===== config.mk =====
export PLATFORM = sky130hd
export DESIGN_NAME = instr_cache_refill
export DESIGN_NICKNAME = d
export VERILOG_FILES = /design/src/rtl/instr_cache_refill_pkg.sv /design/src/rtl/instr_cache_line_buffer.sv /design/src/rtl/instr_cache_refill.sv
export SDC_FILE = /design/constraint.sdc
export NUM_CORES = 1
export LEC_CHECK = 0
export CAP_MARGIN = 10
export CORE_AREA = 2 2 165 167
export DETAILED_ROUTE_END_ITERATION = 16
export DIE_AREA = 0 0 167 169
export PLACE_DENSITY = 0.8
export SKIP_CTS_REPAIR_TIMING = 1
export SYNTH_ARGS = -nofsm -noshare
export SYNTH_HDL_FRONTEND = slang
export SYNTH_SLANG_ARGS = --single-unit
export TNS_END_PERCENT = 10

===== constraint.sdc =====
create_clock -name i_clk -period 2.7 [get_ports i_clk]
set_clock_uncertainty 0.15 [all_clocks]
set_input_delay 0.27 -clock i_clk [delete_from_list [all_inputs] [get_ports i_clk]]
set_output_delay 0.27 -clock i_clk [all_outputs]
set_load 0.02 [all_outputs]

===== src/rtl/instr_cache_refill_pkg.sv =====
// Shared types and default geometry for the instruction cache refill path.
package instr_cache_refill_pkg;

  localparam int unsigned ICACHE_LINE_BYTES = 32;
  localparam int unsigned ICACHE_BUS_BYTES  = 8;
  localparam int unsigned ICACHE_SETS       = 64;

  typedef enum logic [2:0] {
    StIdle,
    StReq,
    StFill,
    StWrite,
    StErr
  } icache_refill_state_t;

  typedef logic [ICACHE_LINE_BYTES*8-1:0] icache_line_t;

endpackage


===== src/rtl/instr_cache_line_buffer.sv =====
// Line assembly buffer: stores response beats into consecutive slots, lowest bytes first.
module instr_cache_line_buffer #(
  parameter int unsigned LINE_BYTES = instr_cache_refill_pkg::ICACHE_LINE_BYTES,
  parameter int unsigned BUS_BYTES  = instr_cache_refill_pkg::ICACHE_BUS_BYTES,
  localparam int unsigned BEATS     = LINE_BYTES / BUS_BYTES,
  localparam int unsigned CNT_W     = (BEATS > 1) ? $clog2(BEATS) : 1
) (
  input  logic                    clk,
  input  logic                    rst,
  input  logic                    clear,
  input  logic                    accept,
  input  logic [BUS_BYTES*8-1:0]  beat,
  output logic [LINE_BYTES*8-1:0] line,
  output logic [CNT_W-1:0]        count,
  output logic                    full
);
  import instr_cache_refill_pkg::*;

  localparam int unsigned     BusW     = BUS_BYTES * 8;
  localparam logic [CNT_W-1:0] LastBeat = CNT_W'(BEATS - 1);

  logic [CNT_W-1:0]        count_q;
  logic [LINE_BYTES*8-1:0] line_q;

  // Slot write and beat counter; counter wraps after the last slot.
  always_ff @(posedge clk) begin
    if (rst || clear) begin
      count_q <= '0;
      line_q  <= '0;
    end else if (accept) begin
      line_q[count_q*BusW +: BusW] <= beat;
      count_q <= (count_q == LastBeat) ? '0 : count_q + 1'b1;
    end
  end

  assign line  = line_q;
  assign count = count_q;
  // High while the next accepted beat lands in the final slot.
  assign full  = (count_q == LastBeat);

endmodule


===== src/rtl/instr_cache_refill.sv =====
// Blocking instruction cache refill engine: one miss -> one line read -> one array write.
module instr_cache_refill #(
  parameter int unsigned PADDR_WIDTH  = 32,
  parameter int unsigned ICACHE_ASSOC = 4,
  parameter int unsigned ICACHE_SETS  = instr_cache_refill_pkg::ICACHE_SETS,
  parameter int unsigned LINE_BYTES   = instr_cache_refill_pkg::ICACHE_LINE_BYTES,
  parameter int unsigned BUS_BYTES    = instr_cache_refill_pkg::ICACHE_BUS_BYTES,
  localparam int unsigned OFS_W       = $clog2(LINE_BYTES),
  localparam int unsigned IDX_W       = $clog2(ICACHE_SETS),
  localparam int unsigned TAG_W       = PADDR_WIDTH - IDX_W - OFS_W,
  localparam int unsigned WAY_W       = $clog2(ICACHE_ASSOC)
) (
  input  logic                    i_clk,
  input  logic                    i_rst,
  input  logic                    i_miss_valid,
  input  logic [PADDR_WIDTH-1:0]  i_miss_paddr,
  input  logic [WAY_W-1:0]        i_miss_way,
  output logic                    o_miss_ready,
  output logic                    o_mem_req_valid,
  output logic [PADDR_WIDTH-1:0]  o_mem_req_paddr,
  input  logic                    i_mem_req_ready,
  input  logic                    i_mem_resp_valid,
  input  logic [BUS_BYTES*8-1:0]  i_mem_resp_data,
  input  logic                    i_mem_resp_last,
  input  logic                    i_mem_resp_err,
  output logic                    o_mem_resp_ready,
  output logic                    o_data_wr_en,
  output logic [WAY_W-1:0]        o_data_wr_way,
  output logic [IDX_W-1:0]        o_data_wr_set,
  output logic [LINE_BYTES*8-1:0] o_data_wr_line,
  output logic [TAG_W-1:0]        o_tag_wr_tag,
  output logic                    o_busy,
  output logic                    o_refill_err
);
  import instr_cache_refill_pkg::*;

  localparam int unsigned BEATS = LINE_BYTES / BUS_BYTES;
  localparam int unsigned CNT_W = (BEATS > 1) ? $clog2(BEATS) : 1;
  localparam logic [CNT_W-1:0]       LastBeat = CNT_W'(BEATS - 1);
  localparam logic [PADDR_WIDTH-1:0] OfsMask  = PADDR_WIDTH'((64'd1 << OFS_W) - 64'd1);

  icache_refill_state_t   state_q;
  logic [PADDR_WIDTH-1:0] paddr_q;
  logic [WAY_W-1:0]       way_q;
  logic                   miss_ready_q, req_valid_q, resp_ready_q;
  logic                   wr_en_q, err_q, busy_q;

  logic             buf_clear, beat_accept, buf_full, beat_bad;
  logic [CNT_W-1:0] beat_count;

  assign buf_clear   = (state_q == StReq) && i_mem_req_ready;
  assign beat_accept = i_mem_resp_valid && resp_ready_q;
  // Bus error, last flagged before the final slot, or final slot without last.
  assign beat_bad    = i_mem_resp_err
                     | (i_mem_resp_last & (beat_count != LastBeat))
                     | (buf_full & ~i_mem_resp_last);

  instr_cache_line_buffer #(
    .LINE_BYTES(LINE_BYTES),
    .BUS_BYTES (BUS_BYTES)
  ) u_line_buffer (
    .clk   (i_clk),
    .rst   (i_rst),
    .clear (buf_clear),
    .accept(beat_accept),
    .beat  (i_mem_resp_data),
    .line  (o_data_wr_line),
    .count (beat_count),
    .full  (buf_full)
  );

  // Refill sequencer; handshake and strobe outputs are registered alongside the state.
  always_ff @(posedge i_clk) begin
    if (i_rst) begin
      state_q      <= StIdle;
      paddr_q      <= '0;
      way_q        <= '0;
      miss_ready_q <= 1'b1;
      req_valid_q  <= 1'b0;
      resp_ready_q <= 1'b0;
      wr_en_q      <= 1'b0;
      err_q        <= 1'b0;
      busy_q       <= 1'b0;
    end else begin
      wr_en_q <= 1'b0;
      err_q   <= 1'b0;
      unique case (state_q)
        StIdle: begin
          if (i_miss_valid) begin
            state_q      <= StReq;
            paddr_q      <= i_miss_paddr & ~OfsMask;
            way_q        <= i_miss_way;
            miss_ready_q <= 1'b0;
            busy_q       <= 1'b1;
            req_valid_q  <= 1'b1;
          end
        end
        StReq: begin
          if (i_mem_req_ready) begin
            state_q      <= StFill;
            req_valid_q  <= 1'b0;
            resp_ready_q <= 1'b1;
          end
        end
        StFill: begin
          if (beat_accept) begin
            if (beat_bad) begin
              state_q      <= StErr;
              resp_ready_q <= 1'b0;
              err_q        <= 1'b1;
            end else if (i_mem_resp_last) begin
              state_q      <= StWrite;
              resp_ready_q <= 1'b0;
              wr_en_q      <= 1'b1;
            end
          end
        end
        StWrite, StErr: begin
          state_q      <= StIdle;
          miss_ready_q <= 1'b1;
          busy_q       <= 1'b0;
        end
        default: begin
          state_q      <= StIdle;
          miss_ready_q <= 1'b1;
          req_valid_q  <= 1'b0;
          resp_ready_q <= 1'b0;
          busy_q       <= 1'b0;
        end
      endcase
    end
  end

  assign o_miss_ready     = miss_ready_q;
  assign o_mem_req_valid  = req_valid_q;
  assign o_mem_req_paddr  = paddr_q;
  assign o_mem_resp_ready = resp_ready_q;
  assign o_data_wr_en     = wr_en_q;
  assign o_data_wr_way    = way_q;
  assign o_data_wr_set    = paddr_q[OFS_W +: IDX_W];
  assign o_tag_wr_tag     = paddr_q[PADDR_WIDTH-1 -: TAG_W];
  assign o_busy           = busy_q;
  assign o_refill_err     = err_q;

endmodule


-- Word level (Yosys, flattened, before mapping)
Index checks and enable logic that the tools add are counted.
- flip-flop bits (word level): 296
- input port bits: 105
- output and inout port bits: 323
- $add $sub $neg: 2
- equality and inequality tests: 10
- shift-type cells: 2
- mux-type cells: 21
- bitwise logic cells: 10
- reductions and logical operators: 14
- operator list (operator ; number):
    256-bit bitwise mux ; 1
    64-bit by 34-bit variable shift with 256-bit output (first input constant) ; 1
    64-bit by 34-bit indexed part select with 256-bit output ; 1
    8-bit negator with 34-bit output ; 1
    3-bit two-way mux ; 5
    1-bit two-way mux ; 9
    3-bit one-hot mux with 3 select lines ; 1
    3-bit OR reduction ; 3
    2-bit != test (second input constant) ; 4
    4-bit AND reduction ; 2
    3-bit by 2-bit == test with 1-bit output (second input constant) ; 2
    1-bit NOT ; 6
    1-bit one-hot mux with 3 select lines ; 2
    1-bit one-hot mux with 2 select lines ; 2
    2-bit AND reduction ; 2
    4-bit OR reduction ; 1
    3-bit by 1-bit == test with 1-bit output (second input constant) ; 1
    3-bit == test (second input constant) ; 1
    3-bit logical NOT ; 1
    3-bit != test (second input constant) ; 1
    3-bit AND reduction ; 1
    2-bit by 1-bit adder with 2-bit output (second input constant) ; 1
    1-bit AND ; 2
    2-bit == test (second input constant) ; 1
    5 further kinds ; 7

-- Logic depth before layout (Yosys ltp)
- word-level depth: 7
- mapped depth: 7
- depth with buffers taken out: 5

-- Modules after synthesis
A second synthesis with hierarchy kept.
- cells, all modules: 1259
- area total of the unflattened synthesis: 11135.7 um^2
- modules (own cells, without submodules) (module ; instances ; cells an instance ; area an instance (um^2) ; sequential area each (um^2)):
    instr_cache_line_buffer ; 1 ; 1051 ; 9426.5 ; 5165.0
    instr_cache_refill ; 1 ; 208 ; 1709.1 ; 760.7

-- Worst setup path before layout
No wires, ideal clock.
- path type: reg2reg
- start: register u_line_buffer.count_q[0] (netlist: u_line_buffer.count[0])
- end: register u_line_buffer.line_q[57] (netlist: u_line_buffer.line[57])
- arrival time: 1.747 ns
- required time: 2.479 ns
- path slack: 0.733 ns
- cell stages (with the launch flop): 8
- buffers on the path: 2
- path through: dfxtp_1 inv_1 ha_1 nor3b_1 buf_2 buf_1 nand3_1 a21oi_1
- longest elaborated chain between the ends: 3
- RTL lines (item ; line ; RTL):
    start, declared ; instr_cache_line_buffer.sv:22 ; logic [CNT_W-1:0] count_q;
    start signal, assigned ; instr_cache_line_buffer.sv:32 ; count_q <= (count_q == LastBeat) ? '0 : count_q + 1'b1;
    8-bit negator with 34-bit output (*) ; instr_cache_line_buffer.sv:31 ; line_q[count_q*BusW +: BusW] <= beat;
    64-bit by 34-bit indexed part select with 256-bit output / 64-bit by 34-bit variable shift with 256-bit output (equally long branches) ; instr_cache_line_buffer.sv:31 ;
    256-bit bitwise mux (*) ; instr_cache_line_buffer.sv:31 ;
    end signal, assigned by index ; instr_cache_line_buffer.sv:31 ;
    end, declared ; instr_cache_line_buffer.sv:23 ; logic [LINE_BYTES*8-1:0] line_q;
Mark *: on every way between the ends. The rest lies on a longest branch, timed or not.
A chain may end at the register's enable or synchronous reset.

-- Final worst setup path
- start: register resp_ready_q (netlist: o_mem_resp_ready)
- end: output o_mem_resp_ready
- RTL lines (item ; line ; RTL):
    start, declared ; instr_cache_refill.sv:45 ; logic miss_ready_q, req_valid_q, resp_ready_q;
    start signal, assigned ; instr_cache_refill.sv:80 ; resp_ready_q <= 1'b0;
    start signal, assigned ; instr_cache_refill.sv:102 ; resp_ready_q <= 1'b1;
    start signal, assigned ; instr_cache_refill.sv:109 ; resp_ready_q <= 1'b0;
    end, declared ; instr_cache_refill.sv:26 ; output logic o_mem_resp_ready,
No word-level cell between the ends.

==> results_dict.tcl <==
set metrics [dict create \
    outcome "completed" \
    dieArea_mm2 0.02822 \
    drtAntennaViolNets 0 \
    tightest_slew_ns 0.7616 \
    p_leak_nw 5.416 \
    rsz0062_at_grt "no" \
    cp_max_fo 9 \
    rows 60 \
    cp-start-kind "flop" \
    relSlewSlack_pct 49.12 \
    grt_antenna_before_repair 0 \
    drtIter0Drc 976 \
    slowest_delay_ns 0.61 \
    clock-root-buffer "clkbuf_16" \
    die_y_um 169 \
    area_delta_synth_final_pct 48.01 \
    grt_first_pass_wirelength_um 58510 \
    synth_cell_types 33 \
    powerDensity_mw_per_mm2 616.7 \
    grt_overflow 0 \
    grt_util_all_layers_pct 25.48 \
    coreArea_mm2 0.02650 \
    yosys_warnings 0 \
    gp_congestion 0.8304 \
    worst_r2r_path_depth 6 \
    crit_path_end_kind "output port" \
    wire_per_inst_um 20.48 \
    grt_pass1_vias 10300 \
    netlist_instances 1187 \
    insertion_delay_ns 0.55 \
    path_cells "buf_4, clkdlybuf4s50_1" \
    hold_depth 3 \
    worstPathRequired_ns 2.28 \
    vias 10750 \
    htree_levels 1 \
    whs_ns 0.1145 \
    io_pins 428 \
    hold_violations 0 \
    via_per_inst 5.728 \
    hold_path_class "input port to flop" \
    ys_seq_elements 296 \
    cts_tree "yes" \
    setup_violations 0 \
    slowest_stage "clkdlybuf4s50_1" \
    synth_area_leaders "dfxtp_1 (55%), a32oi_1 (16%), nor2_1 (6.8%)" \
    ys_seq_area_share_pct 54.67 \
    portBuffers 417 \
    drv_slew 0 \
    yosysTopAreaCell "dfxtp_1" \
    fin_setup_tns_ns 0 \
    clk_pin_slew_ns 0.06 \
    register_area_mm2 0.005926 \
    synth_area_mm2 0.01084 \
    critPathArrivalTime_ns 1.91 \
    fill_cells 2200 \
    layout.nets 1631 \
    drc 0 \
    cts.sinks 296 \
    path_class "flop to output port" \
    grt_max_degree 75 \
    die-width_um 167 \
    min_period_over_period_pct 86.12 \
    path_delay_family "buffers and inverters" \
    dr.pass1.iters 6 \
    max_freq_mhz 430.1 \
    cap_violations 0 \
    async_reset_ff_share_pct 0 \
    synth_top_area_share_pct 54.67 \
    period_needed_ns 2.325 \
    antenna_cells 0 \
    worst-path-buf-inv 2 \
    synth-edff-count 0 \
    wirelength_um 38430 \
    synth-main-ff-cell "dfxtp_1" \
    clock_path_buffers 3 \
    peakVddDrop_mv 0.4559 \
    dp_hpwl_um 24620 \
    multi_input_area_mm2 0.004183 \
    final_layout_size_suffix_gt1_share_pct 5.664 \
    numCtsBuffers 30 \
    avgSynthCellArea_um2 9.132 \
    initial_core_util_pct 40.90 \
    cp.depth 2 \
]
==> placed cells by master, fill, tap and decap left out, drive strengths merged, types with 2 or more instances in the layout <==
cell and n:
a21oi 101, a22oi 2, a32oi 192, and3b 3
buf 36, clkbuf 45, clkdlybuf4s50 417, clkinv 3
conb 5, dfxtp 296, ha 6, inv 3
mux2i 2, nand2 126, nand2b 2, nand3 73
nand3b 2, nor2 196, nor2b 6, nor3 5
nor3b 2, o21ai 3
==> tightest hold or removal path, delay by kind of cell <==
family	cells	cell delay, ns
compound gates	1	0.05
buf+inv	1	0.39
simple gates	1	0.05
==> worst paths after layout <==
path	startpoint	to	slack, ns
setup reg to reg	u_line_buffer.count[0]$_SDFFE_PP0P_	u_line_buffer.line[73]$_SDFFE_PP0P_	0.42
setup / recovery	o_mem_resp_ready$_SDFFE_PP0P_	o_mem_resp_ready	0.37
hold reg to reg	u_line_buffer.line[15]$_SDFFE_PP0P_	u_line_buffer.line[15]$_SDFFE_PP0P_	0.30
hold / removal	i_miss_paddr[20]	o_mem_req_paddr[20]$_SDFFE_PP0P_	0.11
==> cells in the mapped netlist, types with 6 or more instances <==
cell        n
ha_1        6
nor2b_1     6
buf_1      15
nand3_1    73
a21oi_1   101
nor2_1    196
buf_4      34
a32oi_1   192
clkbuf_1   59
buf_2      45
nand2_1   126
dfxtp_1   296
==> kinds of logic (layout without fill, tap and decap cells) <==
logic type	count (synthesis)	count (layout)	share of synthesized area, %
simple gates	422	422	16.32
xor+xnor	1	1	0.08082
fa+ha+maj	6	6	0.6926
compound gates	300	300	20.60
mux	2	2	0.1847
buf+inv	159	504	7.411
other cells	1	5	0.03460
flops	296	296	54.67
==> through the flow <==
step           power, mW  util, %  area (µm²)  instances  setup slack (ns)
4_1_cts            9.974    60.54       16040       1877            0.3384
6_report           9.894    60.54       16040       1877            0.3747
2_1_floorplan      5.502        -       10850       1191            0.7329
3_5_place_dp       6.202    57.23       15170       1829            0.4303
3_3_place_gp       6.177    57.23       15170       1829            0.5122
5_1_grt            10.25    60.54       16040       1877            0.2357
==> flip-flops by register name (all words and copies together) (netlist names) <==
name / count
o_busy: 1
o_data_wr_en: 1
o_data_wr_way: 2
o_mem_req_paddr: 27
o_mem_req_valid: 1
o_mem_resp_ready: 1
o_miss_ready: 1
o_refill_err: 1
state_q: 3
u_line_buffer.count: 2
u_line_buffer.line: 256
==> layout make-up <==
class | instances | area share, %
Sequential cell | 296 | 36.94
Timing Repair Buffer | 453 | 28.79
Multi-Input combinational cell | 736 | 26.07
Clock buffer | 45 | 5.280
Tap cell | 341 | 2.659
Clock inverter | 3 | 0.1872
Inverter | 3 | 0.07019
==> power breakdown <==
part	switching, mW	internal [mW]	leakage [nW]	total (mW)
sequential	0.112	4.49	2.39	4.60
clock	1.65	2.14	0.426	3.78
combinational	0.894	0.613	2.60	1.51
total	2.65	7.24	5.42	9.89
==> metal layers <==
metal  up-vias  GRT usage (%)  part of all wire [%]
li1       4901              -                     -
met2       573          43.35                    48
met1      5184          31.22                    39
met4         0          10.31                   3.6
met5         -              0                     0
met3        94          5.939                   9.0
Power figures use the tool's default switching activity.
==> variant 1, RTL diff (config.mk and constraints unchanged) <==
The parameter `ICACHE_ASSOC` goes from 4 to 16.
--- a/src/rtl/instr_cache_refill.sv
+++ b/src/rtl/instr_cache_refill.sv
@@ -3,3 +3,3 @@
   parameter int unsigned PADDR_WIDTH  = 32,
-  parameter int unsigned ICACHE_ASSOC = 4,
+  parameter int unsigned ICACHE_ASSOC = 16,
   parameter int unsigned ICACHE_SETS  = instr_cache_refill_pkg::ICACHE_SETS,
Interface: changed (resized i_miss_way and o_data_wr_way); port bits go from 428 to 432. No check against the original RTL was run, so the function may have changed too.
==> variant 1 against the original RTL <==
  * Die area unchanged
  * Cell area up 2.4%
  * Sequential cell count up 2
  * Core utilization up 1.4 points
  * Count of clock-buffer cells in the layout down 4
  * Setup slack worse by 78 ps
  * Global-route usage up 1.4 points
  * Area after synthesis up 4.0%
  * Cell count up 1.9%
  * Clock power up 20%
  * Critical endpoint is now u_line_buffer.line[182]
  * Critical path type is now flip-flop to flip-flop
  * Largest power group is now clock
  * Power up 0.30%
  * Routed wire length up 5.5%
==> variant 1: results (changes against the original RTL) <==
[setup_path]
crit_fanout=42  ; was 9
critPathSlowestCell=and3b_2  ; was clkdlybuf4s50_1
crit_family=simple AND/OR/NAND/NOR gates  ; was buffers and inverters
reg2regPathDepth=6  ; unchanged

[grt]
grt_pass1_wl_mm=61.20  ; was 58.51 mm
grt_max_degree=114  ; was 75
grtUsageMet2=0.4632  ; was 0.4335
first_global_vias=10720  ; was 10.30k
met1_usage=0.3237  ; was 0.3122
grt_usage=0.2691  ; was 0.2548
use_met3=0.07669  ; was 0.05939

[detailed_routing]
drtIter0Drc=900  ; was 976
first_pass_iters=5  ; was 6
wl_mm=40.57  ; was 38.43 mm
avgViaCountPerCell=5.776  ; was 5.728

[power_and_ir_drop]
internal_power_mw=7.572  ; was 7.242 mW
p_leak_nw=5.534  ; was 5.416 nW
ir_worst_vdd_uv=515.9  ; was 455.9 uV

[clock_tree]
clock_latency_ps=560
cts_buffers=31  ; was 30

[final_layout]
fill_cells=2201  ; was 2,200
drive_gt1_frac=0.07570  ; was 0.05664
diodes=0  ; unchanged

[place]
finalWeightedCongestion=0.8286  ; was 0.8304
port-buffer-count=421  ; was 417
dp_slack_ps=300.4  ; was 430.3 ps

[yosys]
synth_common_cells=dfxtp_1 (298), nor2_1 (171), a32oi_1 (167)  ; was dfxtp_1 (296), nor2_1 (196), a32oi_1 (192)
seq_area_frac_synth=0.5291  ; was 0.5467
synth_area_leaders=dfxtp_1 (53%), a32oi_1 (13%), nor2_1 (5.7%)  ; was dfxtp_1 (55%), a32oi_1 (16%), nor2_1 (6.8%)
ys_types=38  ; was 33

[timing]
tightest_slew_ps=623.3  ; was 761.6 ps

[run_status]
status=finished, final reports clean  ; unchanged

-- variant 1: cell families after synthesis --
logic type,after synthesis,share of synthesized area
flops,298,0.5291
simple gates,442,0.1677
other cells,1,0.0003326
fa+ha+maj,6,0.006658
buf+inv,166,0.09609
xor+xnor,1,0.0007769
compound gates,305,0.1994
-- variant 1: routing by layer --
metal  vias to the layer above  share of wire  wire length, um
met5                         -              0                0
met4                         0          0.030             1232
met3                        83          0.096             3906
met2                       573           0.48            19520
met1                      5398           0.39            15910
li1                       4995              -                -
-- variant 1: cell type report --
cell class                      count  share of cell area
Clock inverter                     17             0.01379
Multi-Input combinational cell    759              0.2629
Timing Repair Buffer              452              0.2799
Tap cell                          341             0.02597
Inverter                            5            0.001143
Sequential cell                   298              0.3632
Clock buffer                       41             0.05317
-- variant 1: final timing paths --
check                         start                 endpoint  slack (ps)
max          u_line_buffer.count[1]  u_line_buffer.line[182]         300
max reg2reg  u_line_buffer.count[1]  u_line_buffer.line[182]         300
min                 i_miss_paddr[8]       o_mem_req_paddr[8]         120
min reg2reg   u_line_buffer.line[5]    u_line_buffer.line[5]         300
-- variant 1: power by group through the flow --
| stage | sequential [mW] | combinational [mW] | clock, mW |
|---|---|---|---|
| global placement | 4.60 | 0.852 | 0 |
| CTS | 4.51 | 0.865 | 4.61 |
| floorplan | 4.66 | 0.404 | 0 |
| detailed placement | 4.60 | 0.861 | 0 |
| global route | 4.51 | 0.911 | 4.80 |
| finish | 4.51 | 0.866 | 4.55 |
-- variant 1: through the flow --
stage / std cells / instance area, sq um
after floorplan: 1223 / 11290
after global placement: 1855 / 15330
after detailed placement: 1855 / 15330
after CTS: 1913 / 16430
after global routing: 1913 / 16430
final: 1913 / 16430
==> variant 2, RTL diff (config.mk and constraints unchanged) <==
Made on the original files. Encoding of `icache_refill_state_t`: now one-hot (5 bits for 5 states).
--- a/src/rtl/instr_cache_refill_pkg.sv
+++ b/src/rtl/instr_cache_refill_pkg.sv
@@ -7,8 +7,8 @@
 
-  typedef enum logic [2:0] {
-    StIdle,
-    StReq,
-    StFill,
-    StWrite,
-    StErr
+  typedef enum logic [4:0] {
+    StIdle  = 5'b00001,
+    StReq   = 5'b00010,
+    StFill  = 5'b00100,
+    StWrite = 5'b01000,
+    StErr   = 5'b10000
   } icache_refill_state_t;
Function: no difference found for any inputs over 4 cycles, from zero or initial values and one cycle with i_rst high; so few cycles prove little.
==> variant 2 against the original RTL <==
  * Routed wire length fell by 9.6%
  * Setup slack got worse by 140 ps
  * Critical path depth rose by 4
  * Via count shrank 9.1%
  * Core utilization shrank 0.59 points
  * Area after synthesis is 1.5% lower
  * Cell area decreased by 0.98%
  * Sequential cell count is 2 higher
  * Global-route usage down 2.5 points
  * Largest cell class unchanged
  * Highest routed layer unchanged
Power is not compared: it rests on default switching activity, and its combinational part moved more than twofold at a synthesized area within 25%.
==> variant 2: results (changes against the original RTL) <==
[setup_path]
r2r_setup_slack_ps=240  ; was 420 ps
startpoint_type=flip-flop  ; unchanged
crit_fanout=36  ; was 9
critPathSlowestCell=nor4b_2  ; was clkdlybuf4s50_1
critical_path_arrival_ps=2810  ; was 1910 ps
max_stage_delay_ps=580  ; was 610 ps
critPathCapture=u_line_buffer.line[53]  ; was o_mem_resp_ready
regToRegStartpoint=u_line_buffer.count[0]  ; unchanged
crit_family=simple AND/OR/NAND/NOR gates  ; was buffers and inverters

[detailed_routing]
drtIter0Drc=690  ; was 976
dr_total_vias=9774  ; was 10.75k
first_pass_iters=5  ; was 6
route.met2.wl_mm=16.80  ; was 18.44 mm
route.met3.wl_mm=2.638  ; was 3.458 mm
wl_mm=34.73  ; was 38.43 mm
wl_per_cell_um=19.14  ; was 20.48 um
drt-met1-wl_mm=13.95  ; was 15.13 mm

[place]
finalWeightedCongestion=0.8374  ; was 0.8304
dp_hpwl_mm=23.34  ; was 24.62 mm
dp_slack_ps=164.2  ; was 430.3 ps
place_inst=1761  ; was 1,829

[final_layout]
final_area_sq_um=15890  ; was 16,040 sq um
nNetsFinal=1563  ; was 1,631
nClkBuffers=42  ; was 45
buffers=443  ; was 453
buf_share=0.2837  ; was 0.2879
seq_cells=298  ; was 296
multi_input_area_sq_um=3976  ; was 4183 sq um
num-multi-input-gates=674  ; was 736
drive_gt1_frac=0.1004  ; was 0.05664
nNonClkInverters=5  ; was 3
clk_share=0.06238  ; was 0.05467
fill_cells=2147  ; was 2,200
sh_seq_area=0.3756  ; was 0.3694

[grt]
gr-max-usage-layer=met2  ; unchanged
met1_usage=0.2789  ; was 0.3122
grt_usage=0.2298  ; was 0.2548
grtUsageMet2=0.3927  ; was 0.4335
grt_max_degree=65  ; was 75
first_global_vias=9339  ; was 10.30k
grt_pass1_wl_mm=52.28  ; was 58.51 mm
use_met3=0.04980  ; was 0.05939

[timing]
relSlewSlack=0.4138  ; was 0.4912
hold_slack_ps=102.3  ; was 114.5 ps
fin_crit_sh=0.9128  ; was 0.8612

[power_and_ir_drop]
totalPowerFinal_mw=9.323
netSwitchingFraction=0.2315
power_frac_comb=0.076

[yosys]
seq_area_frac_synth=0.5586  ; was 0.5467
synth_common_cells=dfxtp_1 (298), a22oi_1 (256), nor2_1 (202)  ; was dfxtp_1 (296), nor2_1 (196), a32oi_1 (192)
ys_types=40  ; was 33
synth_area_leaders=dfxtp_1 (56%), a22oi_1 (18%), nor2_1 (7.1%)  ; was dfxtp_1 (55%), a32oi_1 (16%), nor2_1 (6.8%)
postSynthAreaPerCell_sq_um=9.708  ; was 9.132 sq um

[worst_hold_path]
hold_end=o_mem_req_paddr[6]  ; was o_mem_req_paddr[20]
hold_start=i_miss_paddr[6]  ; was i_miss_paddr[20]

[run_status]
status=finished, final reports clean  ; unchanged

[variant 2: cell count changes after synthesis, moves of 5 or more]
| cell | before | now |
|---|---|---|
| a22oi_1 | 2 | 256 |
| a32oi_1 | 192 | 0 |
| a21oi_1 | 101 | 32 |
| nand3_1 | 73 | 7 |
| nand2_1 | 126 | 63 |
| nor2_2 | 0 | 60 |
| clkbuf_1 | 59 | 23 |
| buf_1 | 15 | 0 |
| buf_6 | 3 | 14 |
| buf_2 | 45 | 55 |
| nor2_1 | 196 | 202 |
| nor4_1 | 0 | 5 |
[variant 2: logic make-up after synthesis]
group / Yosys count / share of synthesized area
simple gates: 358 / 0.1518
compound gates: 301 / 0.2037
fa+ha+maj: 6 / 0.007030
other cells: 1 / 0.0003512
buf+inv: 132 / 0.07498
xor+xnor: 3 / 0.002461
mux: 1 / 0.0009374
flops: 298 / 0.5586
